$ cat config.mk
export PLATFORM = sky130hd
export DESIGN_NAME = aes_job_scheduler
export DESIGN_NICKNAME = d
export VERILOG_FILES = /design/src/rtl/aes_job_scheduler_pkg.sv /design/src/rtl/aes_job_scheduler_rr_arbiter.sv /design/src/rtl/aes_job_scheduler.sv
export SDC_FILE = /design/constraint.sdc
export NUM_CORES = 1
export LEC_CHECK = 0
export ABC_AREA = 1
export BUFFER_PORTS_ARGS = -buffer_cell sky130_fd_sc_hd__buf_2
export CORE_MARGIN = 2
export CORE_UTILIZATION = 30
export DETAILED_ROUTE_END_ITERATION = 10
export PLACE_DENSITY = 0.63
export SLEW_MARGIN = 15
export SYNTH_ARGS = -nofsm -noshare
export SYNTH_HDL_FRONTEND = slang
export SYNTH_SLANG_ARGS = --single-unit
$ cat constraint.sdc
create_clock -name clk -period 3.72 [get_ports clk]
set_input_delay 0 -clock clk [delete_from_list [all_inputs] [get_ports clk]]
set_output_delay 0 -clock clk [all_outputs]
set_load 0.01 [all_outputs]
$ cat src/rtl/aes_job_scheduler_pkg.sv
// Shared state encodings, default widths and a width helper for the AES job scheduler.
package aes_job_scheduler_pkg;

    localparam int unsigned DEFAULT_ADDR_W = 12;

    localparam logic [2:0] S_IDLE     = 3'd0;
    localparam logic [2:0] S_ISSUE    = 3'd1;
    localparam logic [2:0] S_BUSY     = 3'd2;
    localparam logic [2:0] S_COMPLETE = 3'd3;
    localparam logic [2:0] S_ABORT    = 3'd4;

    // Number of bits needed to index 'value' distinct items.
    function automatic int unsigned clog2(input int unsigned value);
        int unsigned width;
        width = 0;
        while ((32'd1 << width) < value) begin
            width++;
        end
        return width;
    endfunction

endpackage

$ cat src/rtl/aes_job_scheduler_rr_arbiter.sv
// Combinational round-robin pick: first requester after last_grant, wrapping.
module aes_job_scheduler_rr_arbiter
    import aes_job_scheduler_pkg::*;
#(
    parameter int unsigned NUM_REQ = 2
) (
    input  logic [NUM_REQ-1:0]        req,
    input  logic [clog2(NUM_REQ)-1:0] last_grant,
    output logic [clog2(NUM_REQ)-1:0] grant_c,
    output logic                      valid_c
);

    localparam int unsigned IDX_W = clog2(NUM_REQ);

    logic [IDX_W-1:0] cand_c;

    // Walk from the farthest offset to the nearest so the nearest request wins.
    always_comb begin
        grant_c = '0;
        cand_c  = '0;
        valid_c = |req;
        for (int unsigned i = 0; i < NUM_REQ; i++) begin
            cand_c = IDX_W'((32'(last_grant) + NUM_REQ - i) % NUM_REQ);
            if (req[cand_c]) begin
                grant_c = cand_c;
            end
        end
    end

endmodule

$ cat src/rtl/aes_job_scheduler.sv
// Shares one AES accelerator between requesters: round-robin grant, start/done
// handshake, watchdog abort and key-ownership tracking.
module aes_job_scheduler
    import aes_job_scheduler_pkg::*;
#(
    parameter int unsigned NUM_REQ     = 2,
    parameter int unsigned ADDR_W      = DEFAULT_ADDR_W,
    parameter int unsigned TIMEOUT_CYC = 1024
) (
    input  logic                      clk,
    input  logic                      rst_n,
    input  logic [NUM_REQ-1:0]        req,
    input  logic [NUM_REQ-1:0]        req_new_key,
    input  logic [NUM_REQ*ADDR_W-1:0] req_plain_addr,
    input  logic [NUM_REQ*ADDR_W-1:0] req_cipher_addr,
    output logic [NUM_REQ-1:0]        ack,
    output logic [NUM_REQ-1:0]        job_done,
    output logic [NUM_REQ-1:0]        job_timeout,
    output logic                      busy,
    output logic [clog2(NUM_REQ)-1:0] owner,
    output logic                      acc_start,
    output logic                      acc_new_key,
    output logic [ADDR_W-1:0]         acc_plain_address,
    output logic [ADDR_W-1:0]         acc_cipher_address,
    input  logic                      acc_done
);

    localparam int unsigned      IDX_W    = clog2(NUM_REQ);
    localparam int unsigned      TMR_W    = clog2(TIMEOUT_CYC);
    localparam logic [TMR_W-1:0] TMR_LAST = TMR_W'(TIMEOUT_CYC - 1);

    logic [2:0]        state, state_nxt;
    logic [IDX_W-1:0]  last_grant, key_owner, grant_c;
    logic              grant_valid_c, key_valid, acc_done_q;
    logic [TMR_W-1:0]  timer;
    logic              done_rise_c, expire_c, take_grant_c;
    logic [ADDR_W-1:0] plain_sel_c, cipher_sel_c;

    aes_job_scheduler_rr_arbiter #(
        .NUM_REQ (NUM_REQ)
    ) u_arb (
        .req        (req),
        .last_grant (last_grant),
        .grant_c    (grant_c),
        .valid_c    (grant_valid_c)
    );

    // Address slices of the requester currently winning arbitration.
    always_comb begin
        plain_sel_c  = '0;
        cipher_sel_c = '0;
        for (int unsigned i = 0; i < NUM_REQ; i++) begin
            if (grant_c == IDX_W'(i)) begin
                plain_sel_c  = req_plain_addr[i*ADDR_W +: ADDR_W];
                cipher_sel_c = req_cipher_addr[i*ADDR_W +: ADDR_W];
            end
        end
    end

    always_ff @(posedge clk or negedge rst_n) begin
        if (!rst_n) begin
            state <= S_IDLE;
        end else begin
            state <= state_nxt;
        end
    end

    // Done beats the watchdog when both happen in the same BUSY cycle.
    always_comb begin
        done_rise_c  = acc_done & ~acc_done_q;
        expire_c     = (timer == TMR_LAST);
        take_grant_c = (state == S_IDLE) && grant_valid_c;
        state_nxt    = state;
        case (state)
            S_IDLE:     if (grant_valid_c) state_nxt = S_ISSUE;
            S_ISSUE:    state_nxt = S_BUSY;
            S_BUSY: begin
                if (done_rise_c) begin
                    state_nxt = S_COMPLETE;
                end else if (expire_c) begin
                    state_nxt = S_ABORT;
                end
            end
            S_COMPLETE: state_nxt = S_IDLE;
            S_ABORT:    state_nxt = S_IDLE;
            default:    state_nxt = S_IDLE;
        endcase
    end

    // Outputs are registered from the next state so pulses line up with ISSUE/COMPLETE/ABORT.
    always_ff @(posedge clk or negedge rst_n) begin
        if (!rst_n) begin
            ack                <= '0;
            job_done           <= '0;
            job_timeout        <= '0;
            busy               <= 1'b0;
            owner              <= '0;
            acc_start          <= 1'b0;
            acc_new_key        <= 1'b0;
            acc_plain_address  <= '0;
            acc_cipher_address <= '0;
            last_grant         <= IDX_W'(NUM_REQ - 1);
            key_owner          <= '0;
            key_valid          <= 1'b0;
            timer              <= '0;
            acc_done_q         <= 1'b0;
        end else begin
            acc_done_q  <= acc_done;
            busy        <= (state_nxt != S_IDLE);
            acc_start   <= take_grant_c;
            ack         <= take_grant_c ? (NUM_REQ'(1) << grant_c) : '0;
            job_done    <= (state_nxt == S_COMPLETE) ? (NUM_REQ'(1) << owner) : '0;
            job_timeout <= (state_nxt == S_ABORT) ? (NUM_REQ'(1) << owner) : '0;

            if (state == S_ISSUE) begin
                timer <= '0;
            end else if (state == S_BUSY) begin
                timer <= timer + TMR_W'(1);
            end

            if (take_grant_c) begin
                owner              <= grant_c;
                last_grant         <= grant_c;
                acc_plain_address  <= plain_sel_c;
                acc_cipher_address <= cipher_sel_c;
                acc_new_key        <= req_new_key[grant_c] | ~key_valid | (key_owner != grant_c);
            end

            if (state == S_COMPLETE) begin
                key_owner <= owner;
                key_valid <= 1'b1;
            end else if (state == S_ABORT) begin
                key_valid <= 1'b0;
            end
        end
    end

endmodule

### Word-level counts from Yosys, hierarchy flattened

Index checks and enable logic that the tools add are counted.
Widths: inputs -> output; s select.

* word-level logic and storage cells: 63
* memory bits (writable): 0
* bits in registers: 51
* output and inout bits: 34
* bits in latches: 0
* bits in read-only memories: 0
* memories: 0
* input port bits: 55

* equal/unequal tests: 8
* order comparisons: 3
* muxes and demuxes: 21
* multipliers: 0
* add/subtract/negate cells: 3
* divide/modulo/power cells: 0
* shifts and indexed selects: 2
* reduce and logical (&&, ||, !) cells: 6
* bitwise logic cells: 5

Operator list (count)
* $mux 12: 2
* $mux 10: 2
* $add 10x1->10 const B: 1
* $eq 10x10->1 const B: 1
* $mux 1: 10
* $eq 3x2->1 const B: 3
* $mux 3: 3
* $pmux 3 s3: 1
* $eq 3x3->1 const B: 2
* $lt 1x2->1 const B: 3
* $mux 2: 3
* $reduce_bool 2->1: 2
* $shl 1x1->2 const A: 2
* $eq 3x1->1 const B: 1
* $logic_not 3->1: 1
* $reduce_bool 3->1: 1
* $not 1->1: 2
* $or 1x1->1: 2
* $reduce_or 2->1: 1
* $add 1x1->1 const B: 1
* $and 1x1->1: 1
* $logic_and 1x1->1: 1
* $ne 1x1->1: 1
* $sub 1x1->1 const B: 1

### Longest topological paths before layout

* word-level depth: 9
* depth in mapped cells: 8
* mapped depth without buffers: 8

### Modules after synthesis

A second synthesis with hierarchy kept.

* cell total of the unflattened synthesis: 272
* area, all modules: 2280.9 um^2

By module, submodules not included
* aes_job_scheduler: times used 1, cells each 269, area an instance 2265.9 um^2, seq. area each 1277.5 um^2
* aes_job_scheduler_rr_arbiter: times used 1, cells each 3, area an instance 15.0 um^2, seq. area each 0.0 um^2

### Worst setup path before layout

OpenSTA, ideal clock, no wires.

* path type: register to register
* from: reg last_grant
* to: reg acc_cipher_address[0]
* setup slack: 2380 ps
* library setup time: 69 ps
* period minus slack after synthesis: 1340 ps
* path buffers: 1
* arrival time: 1271 ps
* cell stages (with the launch flop): 8
* data required time: 3651 ps
* cell sequence: dfstp_2 nand2_1 nand2_1 inv_1 nor2_8 buf_4 nand2_1 nand3_1

* cells in the longest elaborated chain, start to end: 6
* elaborated cells on any way between the ends: 9
* those cells by class: add/sub (2); mux (7)

RTL lines
* start: declaration: RTL line aes_job_scheduler.sv:33 `logic [IDX_W-1:0] last_grant, key_owner, grant_c;`
* start signal: assignment: RTL line aes_job_scheduler.sv:102 `last_grant <= IDX_W'(NUM_REQ - 1);`
* start signal: assignment: RTL line aes_job_scheduler.sv:123 `last_grant <= grant_c;`
* $add 1x1->1 (*): RTL line aes_job_scheduler_rr_arbiter.sv:23 `cand_c = IDX_W'((32'(last_grant) + NUM_REQ - i) % NUM_REQ);`
* $sub 1x1->1 / $mux 1 (equally long branches): RTL line aes_job_scheduler_rr_arbiter.sv:23, aes_job_scheduler_rr_arbiter.sv:24
* $mux 1 (implied by the code) (2 in series): RTL line aes_job_scheduler_rr_arbiter.sv:24 `if (req[cand_c]) begin`
* $mux 1 (*): RTL line aes_job_scheduler_rr_arbiter.sv:24
* $mux 12 (*): RTL line aes_job_scheduler.sv:53 `if (grant_c == IDX_W'(i)) begin`
* end signal: assignment: RTL line aes_job_scheduler.sv:125 `acc_cipher_address <= cipher_sel_c;`
* end: declaration: RTL line aes_job_scheduler.sv:24 `output logic [ADDR_W-1:0] acc_cipher_address,`

Mark *: on every way between the ends. The rest lies on a longest branch, timed or not. The select of a mux whose other input is x is not followed.
A chain may end at the register's enable or synchronous reset.

### Worst setup path after layout

* from: reg state[0]
* to: reg acc_cipher_address[6]

* cells in the longest elaborated chain, start to end: 2

RTL lines
* start: declaration: RTL line aes_job_scheduler.sv:32 `logic [2:0] state, state_nxt;`
* start signal: assignment: RTL line aes_job_scheduler.sv:64 `state <= state_nxt;`
* $logic_not 3->1: RTL line aes_job_scheduler.sv:72 `take_grant_c = (state == S_IDLE) && grant_valid_c;`
* $logic_and 1x1->1: RTL line aes_job_scheduler.sv:72
* named net take_grant_c: RTL line aes_job_scheduler.sv:36 `logic done_rise_c, expire_c, take_grant_c;`

The timed path passes the listed nets, and every way through them passes these cells.

==> results.md <==
* Status: finished clean
* Largest net degree at the start of global routing at 52
* Buffers on Ports at 88
* Worst hold path type: input port to register
* Final Hold Vio Count at 0
* R2R depth at 8
* Critical Path Sink: acc_cipher_address[6]$_DFFE_PN0P_
* Max FO, Critical Path at 32
* # IOs at 89
* Sw Ratio at 36.14%
* Clock Path Buffers at 2
* Die Height at 90.14 µm
* GR Util All Layers at 14.90%
* Fillers at 712
* Tcrit/Tclk final at 65.10%
* Final WS setup at 1.298 ns
* Antenna cells at 0
* Achievable Freq at 413.0 MHz
* Vias in the first global route at 2202
* RD Place Congestion at 0.7957
* Max Cap Viol at 0
* Detailed Route Iter0 Violations at 130
* Global-route wire length before repair at 9929 µm
* Clock Root Buffer: clkbuf_8
* Max VDD drop at 0.0003970 V
* Most common cell after layout, fill and taps aside: nand2_1
* Antenna viol nets, final at 0
* Mapped Area at 2226 µm²
* YS warnings at 0
* Sequential group share of total power at 37.3%
* # rows at 31
* Setup Crit Path Kind: register to register
* Net Sw Power at 842.4 µW
* Syn_nets at 321
* Reg2Reg Launch Point: state[0]$_DFF_PN0_
* Routed WL at 6059 µm
* Internal power at 1.488 mW
* CTS clock-pin slew for the worst setup and hold paths at 0.10 ns
* Synth cell types at 20
* Sequential share of the synthesized area at 57.39%
* CP Launch Point: state[0]$_DFF_PN0_
* Critical path launch point type: register
* Max Slew Vio Count at 0
* Initial antenna violation count at 0
* Clk_skew at 0.009198 ns
* FF-to-FF End: acc_cipher_address[6]$_DFFE_PN0P_
* R2R Setup Slk at 1.30 ns
* Total gr overflow at 0
* Pre-antenna DRT Iters at 5
* Via count at 2291
* Final setup violation count at 0
* RSZ-0062 raised after global routing: false
* Share of cells above drive strength 1 at 25.43%
* Core ar. at 7214 µm²
* Syn Inst Count at 265
* H-tree levels at 2
* Max-slew headroom at 56.48%
* Wirelength per Cell at 12.02 µm
* Die Wd at 90.14 µm
* Worst EP arrival at 2.67 ns
* Nets at 460
* Clk_lat worst skew at 0.30 ns
* Final hold slack at 0.01655 ns
* CP Capture Type: register
* Fin crit period at 2.422 ns
* CTS buffer count at 5
* Placed cells at 446
* Clock share of power at 17.6%
* Synth Register Bits at 51
* Cell Count, Final, Fillers Out at 504
* Critical Path Slowest Stage Cell: nor2_4
* Sinks on Clock Net at 51
* Required @ worst endpoint at 3.97 ns
* Synth Area per Inst at 8.400 µm²
* Die area at 8124 µm²
* Detailed placement HPWL at 3894 µm
* Initial Util at 30.85%
* Logic pwr share at 45.1%
* Critical path cell sequence: nor2_1 > nand2_1 > nor2_4 > inv_2 > nor2_4 > nand2_1 > nand3_1 > dlygate4sd3_1
* Synth top area cells: dfrtp_1, nand2_1, nand3_1
* Dpl ws at 1.880 ns
* DR DRC count at 0
* CTS tree: done
* P_leak at 1.797 nW
* Area leader, netlist: dfrtp_1
* Pwr dens at 690.4 nW/µm²
* Post-cts gate resize count at 0
* TNS Setup at 0 ns
* Area share of the largest cell type after synthesis at 56.21%
* P&R area growth vs syn at 51.66%
* Post-DR vias/cell at 4.546
* Critical Path Max Stage Delay at 0.54 ns
* Worst Tran Pin Value at 0.6518 ns
* Most frequent cells in the layout: nand2_1, buf_2, dfrtp_1, dlygate4sd3_1, nand3_1
==> layer usage <==
| layer | share of wire [%] | vias to the layer above | routed length, µm | GRT usage, % |
|---|---|---|---|---|
| met5 | 0 | - | 0 | 0 |
| met4 | 4.6 | 0 | 280 | 9.231 |
| met3 | 3.9 | 25 | 234 | 3.185 |
| met2 | 50 | 74 | 3020 | 24.87 |
| met1 | 42 | 1075 | 2524 | 17.48 |
| li1 | - | 1117 | - | - |
==> through the flow <==
| stage | power (mW) | utilization (%) | area [µm²] |
|---|---|---|---|
| floorplan | 1.362 | - | 2226 |
| global placement | 1.647 | 38.17 | 2754 |
| detailed placement | 1.663 | 38.17 | 2754 |
| CTS | 2.335 | 46.79 | 3376 |
| global route | 2.499 | 46.79 | 3376 |
| finish | 2.331 | 46.79 | 3376 |
==> area by class of cell <==
cell class / instances / area, µm² / share of cell area, %
inverter: 19 / 71.32 / 2.113
clock inverter: 2 / 38.79 / 1.149
tap: 99 / 123.9 / 3.669
sequential: 51 / 1277 / 37.84
timing repair buffer: 139 / 948.4 / 28.09
multi-input combinational: 188 / 833.3 / 24.68
clock buffer: 6 / 82.58 / 2.446
==> repair_timing <==
action / CTS / global route
hold buffers: 50 / 0
hold endpoints to repair: 75 / 0
setup buffers: 0 / 0
==> cells in the mapped netlist <==
| master | count |
|---|---|
| nand2_1 | 111 |
| dfrtp_1 | 50 |
| nand3_1 | 34 |
| inv_1 | 18 |
| nor2_1 | 16 |
| a21oi_1 | 7 |
| o21ai_0 | 6 |
| buf_4 | 4 |
| nand4_1 | 3 |
| nor3_1 | 3 |
| buf_2 | 2 |
| nand3b_1 | 2 |
| nor2_4 | 2 |
| a31o_2 | 1 |
| clkbuf_1 | 1 |
| dfstp_2 | 1 |
| ha_1 | 1 |
| inv_2 | 1 |
| nor2_8 | 1 |
| xnor2_1 | 1 |
==> worst max-delay path: cells and delay by family (launching register included) <==
family        cells  cell delay (ns)
simple gates      6             1.13
flops             1             0.42
buf+inv           2             0.80
==> worst min path at each step <==
stage	from	to	slack, ns	cells past startpoint
after floorplan	rst_n	acc_cipher_address[0]$_DFFE_PN0P_	-0.30	0
after global placement	acc_done	acc_done_q$_DFF_PN0_	0.13	1
after detailed placement	acc_done	acc_done_q$_DFF_PN0_	0.13	1
after CTS	req[0]	acc_start$_DFF_PN0_	0.01	3
after global routing	req[0]	acc_start$_DFF_PN0_	0.03	3
final	req_new_key[1]	acc_new_key$_DFFE_PN0P_	0.02	5
==> sequential cells by signal (all words and copies together) (netlist names) <==
signal and flops:
acc_cipher_address 12, acc_done_q 1, acc_new_key 1, acc_plain_address 12, acc_start 1, ack 2
busy 1, job_done 2, job_timeout 2, key_owner 1, key_valid 1, last_grant 1
owner 1, state 3, timer 10
==> power by group through the flow <==
stage | clock (mW) | sequential (mW) | combinational, mW
finish | 0.410 | 0.870 | 1.05
CTS | 0.423 | 0.867 | 1.04
floorplan | 0 | 0.940 | 0.422
global route | 0.443 | 0.891 | 1.16
detailed placement | 0 | 0.875 | 0.788
global placement | 0 | 0.875 | 0.771
==> cells by family after synthesis <==
family | Yosys count | share of synthesized area, %
adders and majority gates | 1 | 0.5620
AOI/OAI and AO/OA | 14 | 3.316
buffers and inverters | 26 | 5.171
xor gates and xnor gates | 1 | 0.3936
DFF | 51 | 57.39
and+or+nand+nor | 172 | 33.16
No activity file was read; power rests on OpenSTA's default activity.
